<file path="src/rtl/key_debounce_pkg.sv">
// ---------------------------------------------------------------------------
// key_debounce_pkg
//
// Shared constants and types for the push-button debouncer.
//
//   DEBOUNCE_CNT_20MS_12MHZ : default stability window (20 ms at 12 MHz)
//   DEBOUNCE_CNT_SIM        : short window used by simulation benches
//   cnt_act_e               : per-edge action taken on the stability counter
//   inactive_level()        : idle level of the raw button for a polarity
// ---------------------------------------------------------------------------
package key_debounce_pkg;

    localparam int DEBOUNCE_CNT_20MS_12MHZ = 240000;
    localparam int DEBOUNCE_CNT_SIM        = 4;

    // What the stability counter does on the next clock edge.
    typedef enum logic [1:0] {
        CNT_CLEAR  = 2'd0,  // synchronized input agrees with debounced state
        CNT_INC    = 2'd1,  // input differs, window not yet complete
        CNT_ACCEPT = 2'd2   // input differed for the whole window: take it
    } cnt_act_e;

    // Level the button reads when nobody is pressing it.
    function automatic logic inactive_level(input logic active_low);
        return active_low;
    endfunction

endpackage

</file>
<file path="src/rtl/key_sync.sv">
// ---------------------------------------------------------------------------
// key_sync
//
// Two-flop synchronizer for one asynchronous level. The flops are chained
// directly with nothing in between, so the first flop is free to settle
// from metastability before the second one samples it.
//
// Parameters:
//   RST_VAL : value both flops take in reset
//
// Ports:
//   clk : clock, rising edge
//   rst : synchronous reset, active-high
//   d   : asynchronous input level
//   q   : synchronized level (two clocks of latency)
// ---------------------------------------------------------------------------
module key_sync #(
    parameter logic RST_VAL = 1'b1
) (
    input  logic clk,
    input  logic rst,
    input  logic d,
    output logic q
);

    logic sync1;
    logic sync2;

    always_ff @(posedge clk) begin
        if (rst) begin
            sync1 <= RST_VAL;
            sync2 <= RST_VAL;
        end else begin
            sync1 <= d;
            sync2 <= sync1;
        end
    end

    assign q = sync2;

endmodule

</file>
<file path="src/rtl/key_debounce.sv">
// ---------------------------------------------------------------------------
// key_debounce
//
// Debounces one mechanical push-button and emits a single-clock pulse for
// each accepted press. The raw level is synchronized, then a change is only
// accepted once the synchronized level has disagreed with the debounced
// state for CNT_MAX consecutive clocks. Any return to the debounced value
// during that window restarts the count.
//
// A clean change seen at edge k is accepted (state and key_pulse update)
// at edge k+1+CNT_MAX: two edges through the synchronizer and CNT_MAX
// edges of counting, the last of which overlaps the acceptance.
//
// Optional build macro:
//   KEY_DEBOUNCE_LEVEL_OUT_EN : adds key_level, the debounced state with
//                               1 = pressed regardless of polarity.
//
// Parameters:
//   CNT_MAX    : stability window in clocks (>= 2)
//   ACTIVE_LOW : 1 = button reads 0 when pressed, 0 = reads 1 when pressed
//
// Ports:
//   clk       : clock, rising edge
//   rst       : synchronous reset, active-high
//   key       : raw asynchronous button level
//   key_pulse : one-cycle high pulse per accepted press
//   key_level : (optional) debounced level, 1 = pressed, 0 in reset
// ---------------------------------------------------------------------------
module key_debounce
    import key_debounce_pkg::*;
#(
    parameter int   CNT_MAX    = DEBOUNCE_CNT_20MS_12MHZ,
    parameter logic ACTIVE_LOW = 1'b1
) (
    input  logic clk,
    input  logic rst,
    input  logic key,
`ifdef KEY_DEBOUNCE_LEVEL_OUT_EN
    output logic key_level,
`endif
    output logic key_pulse
);

    localparam int            CW         = $clog2(CNT_MAX);
    localparam logic [CW-1:0] CNT_LAST   = CW'(CNT_MAX - 1);
    localparam logic          IDLE_LVL   = inactive_level(ACTIVE_LOW);
    localparam logic          ACTIVE_LVL = ~IDLE_LVL;

    logic          key_s;      // synchronized button level
    logic          state;      // debounced button level (raw polarity)
    logic          state_nxt;
    logic [CW-1:0] cnt;
    logic [CW-1:0] cnt_nxt;
    logic          pulse_nxt;
    cnt_act_e      act;

    key_sync #(
        .RST_VAL (IDLE_LVL)
    ) u_sync (
        .clk (clk),
        .rst (rst),
        .d   (key),
        .q   (key_s)
    );

    // Decide what the counter does this cycle.
    always_comb begin
        act = CNT_CLEAR;
        if (key_s != state) begin
            if (cnt == CNT_LAST) begin
                act = CNT_ACCEPT;
            end else begin
                act = CNT_INC;
            end
        end
    end

    // Next values for counter, debounced state and pulse.
    always_comb begin
        cnt_nxt   = '0;
        state_nxt = state;
        pulse_nxt = 1'b0;
        unique case (act)
            CNT_CLEAR: begin
                cnt_nxt = '0;
            end
            CNT_INC: begin
                cnt_nxt = cnt + CW'(1);
            end
            CNT_ACCEPT: begin
                cnt_nxt   = '0;
                state_nxt = key_s;
                // Only the inactive-to-active transition is a press; an
                // accepted release updates the state silently.
                pulse_nxt = (key_s == ACTIVE_LVL);
            end
            default: begin
                cnt_nxt = '0;
            end
        endcase
    end

    always_ff @(posedge clk) begin
        if (rst) begin
            state     <= IDLE_LVL;
            cnt       <= '0;
            key_pulse <= 1'b0;
        end else begin
            state     <= state_nxt;
            cnt       <= cnt_nxt;
            key_pulse <= pulse_nxt;
        end
    end

`ifdef KEY_DEBOUNCE_LEVEL_OUT_EN
    // Driven only by the state flop, so there is still no path from key.
    assign key_level = state ^ ACTIVE_LOW;
`endif

endmodule

</file>
<file path="config.mk">
export PLATFORM = sky130hd
export DESIGN_NAME = key_debounce
export DESIGN_NICKNAME = d
export VERILOG_FILES = /design/src/rtl/key_debounce_pkg.sv /design/src/rtl/key_sync.sv /design/src/rtl/key_debounce.sv
export SDC_FILE = /design/constraint.sdc
export NUM_CORES = 1
export LEC_CHECK = 0
export BUFFER_PORTS_ARGS = -buffer_cell sky130_fd_sc_hd__buf_2
export CAP_MARGIN = 20
export CORE_MARGIN = 5
export CORE_UTILIZATION = 25
export CTS_CLUSTER_SIZE = 10
export DETAILED_ROUTE_END_ITERATION = 16
export PLACE_DENSITY = 0.4
export SLEW_MARGIN = 5
export SYNTH_ARGS = -nofsm -noshare
export SYNTH_HDL_FRONTEND = slang
export SYNTH_SLANG_ARGS = --single-unit
</file>
<file path="constraint.sdc">
create_clock -name clk -period 2.5 [get_ports clk]
set_input_delay 0 -clock clk [delete_from_list [all_inputs] [get_ports clk]]
set_output_delay 0 -clock clk [all_outputs]
set_load 0.02 [all_outputs]
</file>
==> results of run 1 <==
## cell type report
cell class	instances	area (sq um)	share of cell area
sequential	22	440	0.407
timing repair buffer	6	45.0	0.0416
inverter	4	15.0	0.0139
multi-input combinational	76	467	0.431
tap	48	60.1	0.0555
clock buffer	4	55.1	0.0509
## power groups by stage
stage | Sequential (mW) | Combinational (mW) | Clock [mW]
CTS | 0.353 | 0.0110 | 0.264
detailed placement | 0.362 | 0.00741 | 0
global route | 0.354 | 0.0127 | 0.275
finish | 0.353 | 0.0107 | 0.250
floorplan | 0.361 | 0.00462 | 0
global placement | 0.362 | 0.00732 | 0
## per-stage QoR
stage,hold slack (ns),cell area (sq um)
after CTS,0.425,1080
final,0.420,1080
after floorplan,0.0792,936
after detailed placement,0.194,997
after global routing,0.452,1080
after global placement,0.187,997
## kinds of logic after synthesis
| logic type | share of synthesized area |
|---|---|
| XOR/XNOR | 0.122 |
| AO/OA/AOI/OAI | 0.0655 |
| flip-flops | 0.471 |
| buffers and inverters | 0.0307 |
| AND/OR/NAND/NOR | 0.298 |
| adder cells (fa/ha/maj) | 0.0134 |
## synth_stat cells
| cell type | count |
|---|---|
| sky130_fd_sc_hd__a211o_1 | 2 |
| sky130_fd_sc_hd__a21oi_1 | 4 |
| sky130_fd_sc_hd__a31o_2 | 1 |
| sky130_fd_sc_hd__and3_1 | 2 |
| sky130_fd_sc_hd__and3b_2 | 1 |
| sky130_fd_sc_hd__and4b_1 | 1 |
| sky130_fd_sc_hd__buf_2 | 2 |
| sky130_fd_sc_hd__clkbuf_1 | 1 |
| sky130_fd_sc_hd__dfxtp_1 | 22 |
| sky130_fd_sc_hd__ha_1 | 1 |
| sky130_fd_sc_hd__inv_1 | 4 |
| sky130_fd_sc_hd__nand2_1 | 6 |
| sky130_fd_sc_hd__nand3_1 | 7 |
| sky130_fd_sc_hd__nand3_2 | 1 |
| sky130_fd_sc_hd__nand4_1 | 3 |
| sky130_fd_sc_hd__nor2_1 | 15 |
| sky130_fd_sc_hd__nor3_1 | 3 |
| sky130_fd_sc_hd__nor4_1 | 6 |
| sky130_fd_sc_hd__nor4b_1 | 1 |
| sky130_fd_sc_hd__o21ai_0 | 3 |
| sky130_fd_sc_hd__or2_2 | 2 |
| sky130_fd_sc_hd__or3_1 | 3 |
| sky130_fd_sc_hd__or4_4 | 1 |
| sky130_fd_sc_hd__xnor2_1 | 11 |
| sky130_fd_sc_hd__xor2_1 | 2 |
## state kept, by name, indices dropped and copies added, names as in the netlist
| name | cells |
|---|---|
| key_pulse | 1 |
| u_sync.sync1 | 1 |
| u_sync.q | 1 |
| state | 1 |
| cnt | 18 |
## path summary, 6_finish.rpt
path,startpoint,to,slack (ns),cells after the start
setup / recovery,cnt[2],cnt[15],0.53,4
hold / removal,u_sync.sync1,u_sync.q,0.42,1
setup reg to reg,cnt[2],cnt[15],0.53,4
hold reg to reg,u_sync.sync1,u_sync.q,0.42,1
## per-layer routing
layer  wire length (um)  global-route usage  vias up
li1                   -                   -      379
met1                846              0.0846      338
met2                814               0.130        9
met3                 78              0.0298        2
met4                 11              0.0209        0
met5                  0                   0        -
==> out/summary.log, run 1 <==
INFO  drt            wl_per_cell=10.9um
INFO  drt            dr.pass1.iters=4
INFO  clocking       post_cts.repair.setup_buffers=0
INFO  drt            drt_wl_total=1.75mm
INFO  outcome        outcome=completed
INFO  drt            detail-route-antenna-nets=0
INFO  synth          synthesis.instances=105
INFO  pwr            cell_internal_pwr=0.498mW
INFO  synth          yosysWarningCount=0
INFO  worst_setup_path crit_path_end_kind=flip-flop
INFO  worst_setup_path crit_path_cell_trace=nand3_1, or4_4, or3_1, a21oi_1
INFO  drt            via_count=728
INFO  pwr            comb_power_share=0.018
INFO  synth          synth-seq-cells=22
INFO  synth          synth.largest_area_cell=sky130_fd_sc_hd__dfxtp_1
INFO  synth          synthesis.area=936squm
INFO  worst_setup_path critPathArrivalTime=2.16ns
INFO  clocking       worstSkewPairLatency=0.26ns
INFO  floorplan      boundaryPins=4
INFO  worst_setup_path slowest_stage_cell_cp=sky130_fd_sc_hd__or4_4
INFO  floorplan      initial_core_util=0.258
INFO  pwr            vdd_ir_drop_max=0.000358V
INFO  synth          netlist.area_leader.share=0.471
INFO  synth          synth_seq_area_share=0.471
INFO  synth          synthDistinctLibCells=25
INFO  clocking       cts_buffer_depth=2
INFO  sta            layout_worst_path_cycle_share=0.788
INFO  sta            unrepaired_setup_endpoints_after_global_routing=no
INFO  floorplan      area_of_the_die=0.00507sqmm
INFO  pwr            clock_power_share=0.407
INFO  clocking       cts-buffers-inserted=3
INFO  run            timing.max_cap.violations=0
INFO  global_routing antenna_found_initial=0
INFO  floorplan      fp.dieH=71.2um
INFO  global_routing grt_first_pass_wirelength=3.08mm
INFO  clocking       root_buffer=sky130_fd_sc_hd__clkbuf_8
INFO  synth          postSynthAreaPerCell=8.91squm
INFO  final_layout   layout.cells.most_common=sky130_fd_sc_hd__dfxtp_1
INFO  pwr            power.sequential.fraction=0.576
INFO  clocking       clock_sinks=22
INFO  sta            relSlewSlack=0.607
INFO  drt            detailedRoute.firstIterationViolations=19
INFO  sta            maxClockFrequency=508MHz
INFO  pwr            sw_frac_of_total=0.188
INFO  worst_setup_path criticalPathCategory=flip-flop to flip-flop
INFO  sta            post-route-min-period=1.97ns
INFO  worst_setup_path critical_path_required=2.69ns
INFO  place          placement.setup.worst_slack=0.520ns
INFO  final_layout   fill_cells=399
INFO  final_layout   area_added_between_synthesis_and_finish=15.6%
INFO  final_layout   final_layout_size_suffix_gt1_frac=0.116
INFO  floorplan      die_width=71.2um
INFO  final_layout   most-common-layout-cells=sky130_fd_sc_hd__dfxtp_1 (22), sky130_fd_sc_hd__nor2_1 (15), sky130_fd_sc_hd__xnor2_1 (11), sky130_fd_sc_hd__nand3_1 (7)
INFO  sta            final.setup_skew=0.00435ns
INFO  drt            route.detailed.drc=0
INFO  final_layout   utilization_of_the_core_after_routing=0.298
INFO  clocking       ctsResizeCount=0
INFO  pwr            leakagePower=0.313nW
INFO  place          final_hpwl_from_detailed_placement=1.24mm
INFO  sta            slew_viol_final=0
INFO  clocking       cts.htree.levels=1
INFO  synth          ranking_of_synthesized_cells_by_area=sky130_fd_sc_hd__dfxtp_1 (47%), sky130_fd_sc_hd__xnor2_1 (10%), sky130_fd_sc_hd__nor2_1 (6.0%)
INFO  worst_setup_path cp_top_family=simple AND/OR/NAND/NOR gates
INFO  pwr            net-switching-power=0.115mW
INFO  hold_path      hold_path.class=flip-flop to flip-flop
INFO  pwr            power_per_cell_area=567mW/mm^2
INFO  sta            totalNegativeSetupSlack=0ns
INFO  final_layout   nets=117
INFO  worst_setup_path crit_path_start_kind=flip-flop
INFO  pwr            total_power=0.614mW
INFO  worst_setup_path worstPathBufferInverterCount=0
INFO  place          gp_congestion=0.770
INFO  clocking       cts_clock_pin_slew_for_the_worst_setup_and_hold_paths=0.08ns
INFO  sta            number_of_failing_hold_endpoints_at_the_final_stage=0
INFO  floorplan      area_of_the_core_region=0.00363sqmm
INFO  clocking       holdBufCountCts=3
INFO  place          port_buffers=3
INFO  worst_setup_path path_max_fanout=12
INFO  final_layout   post_layout_nonfiller_instances=160
INFO  global_routing grt_max_degree=19
INFO  sta            timing_worst_slew_pin_value=0.585ns
INFO  floorplan      fp-row-count=22
INFO  place          placedCellCount=153
INFO  worst_setup_path crit_path_max_incr_delay=0.66ns
INFO  sta            timing.final.setup_violations=0
INFO  drt            viasPerCell=4.55
INFO  global_routing grt_remaining_overflow=0
INFO  final_layout   insertedDiodeCount=0
INFO  global_routing grt_pass1_vias=721
INFO  sta            layout_setup_ws=0.530ns
INFO  global_routing track_usage=0.0749
INFO  clocking       cts_tree=yes
INFO  synth          syn-num-nets=109
Power figures use the tool's default switching activity.
==> run 2: changes to the inputs <==
- clock period: 2.5 -> 2.1 ns (I/O delays scaled with it)
==> run 2 against run 1 <==
Against the previous run: die area unchanged; cell area up 0.81%; critical endpoint is now cnt[17]; via count unchanged; total power up 13%; utilization up 0.24 points; critical path depth up 1; global-route usage up 0.70 points; sequential cell count unchanged; clock power up 4%; final cell count up 1.3%; first-iteration DRC count down 11%.
==> out/summary.log, run 2 (synthesized netlist as in run 1, its figures left out) <==
INFO  outcome        outcome=completed
INFO  clocking       root_buffer=sky130_fd_sc_hd__clkbuf_8
INFO  pwr            leakagePower=0.319nW [+1.7%]
INFO  hold_path      min_delay_path_depth=1 [unchanged]
INFO  global_routing track_usage=0.0819 [+0.00702]
INFO  sta            relSlewSlack=0.568 [-0.0382]
INFO  final_layout   max_flop_register=cnt
INFO  final_layout   largest_register_ff_count=18 [unchanged]
INFO  floorplan      area_of_the_core_region=0.00363sqmm [unchanged]
INFO  sta            layout_worst_path_cycle_share=0.844 [+0.0556]
INFO  place          final_hpwl_from_detailed_placement=1.32mm [+6.8%]
INFO  worst_setup_path critical_path_required=2.25ns [-0.44 ns]
INFO  worst_setup_path terminus_of_the_critical_flop_to_flop_path=cnt[17]
INFO  global_routing grt_max_degree=19 [unchanged]
INFO  final_layout   most-common-layout-cells=sky130_fd_sc_hd__dfxtp_1 (22), sky130_fd_sc_hd__nor2_1 (15), sky130_fd_sc_hd__xnor2_1 (11), sky130_fd_sc_hd__nand3_1 (7)
INFO  clocking       post_cts.repair.setup_buffers=0 [unchanged]
INFO  place          port_buffers=3 [unchanged]
INFO  global_routing grt_remaining_overflow=0 [unchanged]
INFO  drt            met3RoutedLength=61um [-22%]
INFO  hold_path      hold_path.class=flip-flop to flip-flop
INFO  global_routing grt_first_pass_wirelength=3.31mm [+7.2%]
INFO  drt            met2WireLength=799um [-1.8%]
INFO  drt            wl_per_cell=11.2um [+2.2%]
INFO  clocking       clock_sinks=22 [unchanged]
INFO  sta            number_of_failing_hold_endpoints_at_the_final_stage=0 [unchanged]
INFO  drt            route.detailed.drc=0 [unchanged]
INFO  global_routing antenna_found_initial=0 [unchanged]
INFO  floorplan      initial_core_util=0.258 [unchanged]
INFO  run            timing.max_cap.violations=0 [unchanged]
INFO  clocking       worstSkewPairLatency=0.26ns [about the same]
INFO  drt            dr.pass1.iters=3 [-1]
INFO  sta            timing.final.setup_violations=0 [unchanged]
INFO  sta            unrepaired_setup_endpoints_after_global_routing=no
INFO  final_layout   area_of_all_placed_cells_without_fillers=0.00109sqmm [+0.81%]
INFO  final_layout   area_added_between_synthesis_and_finish=16.6%
INFO  drt            viasPerCell=4.49 [-1.2%]
INFO  worst_setup_path critPathArrivalTime=1.92ns [-0.24 ns]
INFO  sta            post-route-min-period=1.77ns [-0.198 ns]
INFO  final_layout   utilization_of_the_core_after_routing=0.300 [+0.00241]
INFO  global_routing grt_pass1_vias=731 [+1.4%]
INFO  place          gp_congestion=0.733 [-4.8%]
INFO  sta            maxClockFrequency=564MHz [+11%]
INFO  final_layout   insertedDiodeCount=0 [unchanged]
INFO  clocking       ctsResizeCount=0 [unchanged]
INFO  drt            via_count=728 [unchanged]
INFO  sta            timing_worst_slew_pin_value=0.641ns [+0.0568 ns]
INFO  drt            routed.top_layer=met4
INFO  worst_setup_path crit_path_start_kind=flip-flop
INFO  pwr            total_power=0.693mW [+13%]
INFO  sta            final.setup_skew=0.00406ns [-0.000292 ns]
INFO  clocking       holdBufCountCts=3 [unchanged]
INFO  worst_setup_path r2r.worst_path.cells=5 [+1]
INFO  clocking       cts_buffer_depth=2 [unchanged]
INFO  drt            detail-route-antenna-nets=0 [unchanged]
INFO  worst_setup_path worstSetupEndpoint=cnt[17]
INFO  sta            totalNegativeSetupSlack=0ns [unchanged]
INFO  place          placement.cell_area=0.00102sqmm [+2.3%]
INFO  clocking       cts.htree.levels=1 [unchanged]
INFO  pwr            vdd_ir_drop_max=0.000142V [-60%]
INFO  floorplan      boundaryPins=4 [unchanged]
INFO  drt            drt_wl_total=1.81mm [+3.5%]
INFO  clocking       cts_clock_pin_slew_for_the_worst_setup_and_hold_paths=0.08ns [about the same]
INFO  worst_setup_path crit_path_end_kind=flip-flop
INFO  worst_setup_path path_max_fanout=9 [-3]
INFO  clocking       cts_tree=yes
INFO  floorplan      die_width=71.2um [unchanged]
INFO  floorplan      fp-row-count=22 [unchanged]
INFO  worst_setup_path criticalPathCategory=flip-flop to flip-flop
INFO  final_layout   layout.cells.most_common=sky130_fd_sc_hd__dfxtp_1
INFO  clocking       cts-buffers-inserted=3 [unchanged]
INFO  worst_setup_path reg2reg_slack=0.33ns [-0.20 ns]
INFO  sta            slew_viol_final=0 [unchanged]
INFO  worst_setup_path rr_startpoint=cnt[2]
INFO  final_layout   final_layout_size_suffix_gt1_frac=0.132 [+0.0155]
INFO  floorplan      fp.dieH=71.2um [unchanged]
INFO  floorplan      area_of_the_die=0.00507sqmm [unchanged]
INFO  final_layout   fill_cells=406 [+1.8%]
INFO  drt            detailedRoute.firstIterationViolations=17 [-2]
INFO  pwr            power_per_cell_area=635mW/mm^2 [+12%]
INFO  final_layout   nets=120 [+2.6%]
INFO  worst_setup_path cp-startpoint=cnt[2]
INFO  drt            wirelength_met1=913um [+7.9%]
-- run 2: cell count changes in the layout (fill, tap and decap cells not counted) --
cell	previous run	this run
sky130_fd_sc_hd__clkbuf_8	4	3
sky130_fd_sc_hd__buf_4	0	3
-- run 2: per-layer routing --
metal	GRT usage	vias to the layer above
met2	0.123	6
li1	-	383
met1	0.106	335
met5	0	-
met3	0.0213	4
met4	0.0438	0
-- run 2: critical path, stage by stage, from the launching register on --
cell and delay [ns]:
sky130_fd_sc_hd__dfxtp_1 0.40, sky130_fd_sc_hd__nand3_1 0.17, sky130_fd_sc_hd__buf_4 0.20, sky130_fd_sc_hd__nor4_1 0.59, sky130_fd_sc_hd__a31o_2 0.24, sky130_fd_sc_hd__a21oi_1 0.05
-- run 2: worst min-delay path by stage --
stage	slack, ns	to	start
after CTS	0.44	u_sync.q	u_sync.sync1
final	0.43	u_sync.q	u_sync.sync1
after floorplan	0.08	key_pulse	rst
after global routing	0.46	u_sync.q	u_sync.sync1
after global placement	0.19	u_sync.sync1	key
after detailed placement	0.19	u_sync.sync1	key
-- run 2: cell type report --
cell class	count	area, sq um	area share
inverters	4	15.0	0.0138
well taps	48	60.1	0.0550
multi-input cells	76	467	0.428
clock buffers	3	41.3	0.0378
flip-flops and latches	22	440	0.404
repair buffers	9	67.6	0.0619
-- run 2: stage by stage --
| stage | setup slack (ns) | hold slack, ns | instances |
|---|---|---|---|
| floorplan | 0.514 | 0.0792 | 105 |
| global placement | 0.346 | 0.189 | 156 |
| detailed placement | 0.335 | 0.189 | 156 |
| CTS | 0.323 | 0.436 | 162 |
| global route | 0.184 | 0.460 | 162 |
| finish | 0.328 | 0.425 | 162 |
-- run 2: report_power, final --
group / leakage [nW] / internal [mW] / switching [mW]
clock: 0.0216 / 0.128 / 0.131
combinational: 0.119 / 0.00782 / 0.00559
sequential: 0.178 / 0.419 / 0.00153
total: 0.319 / 0.555 / 0.138
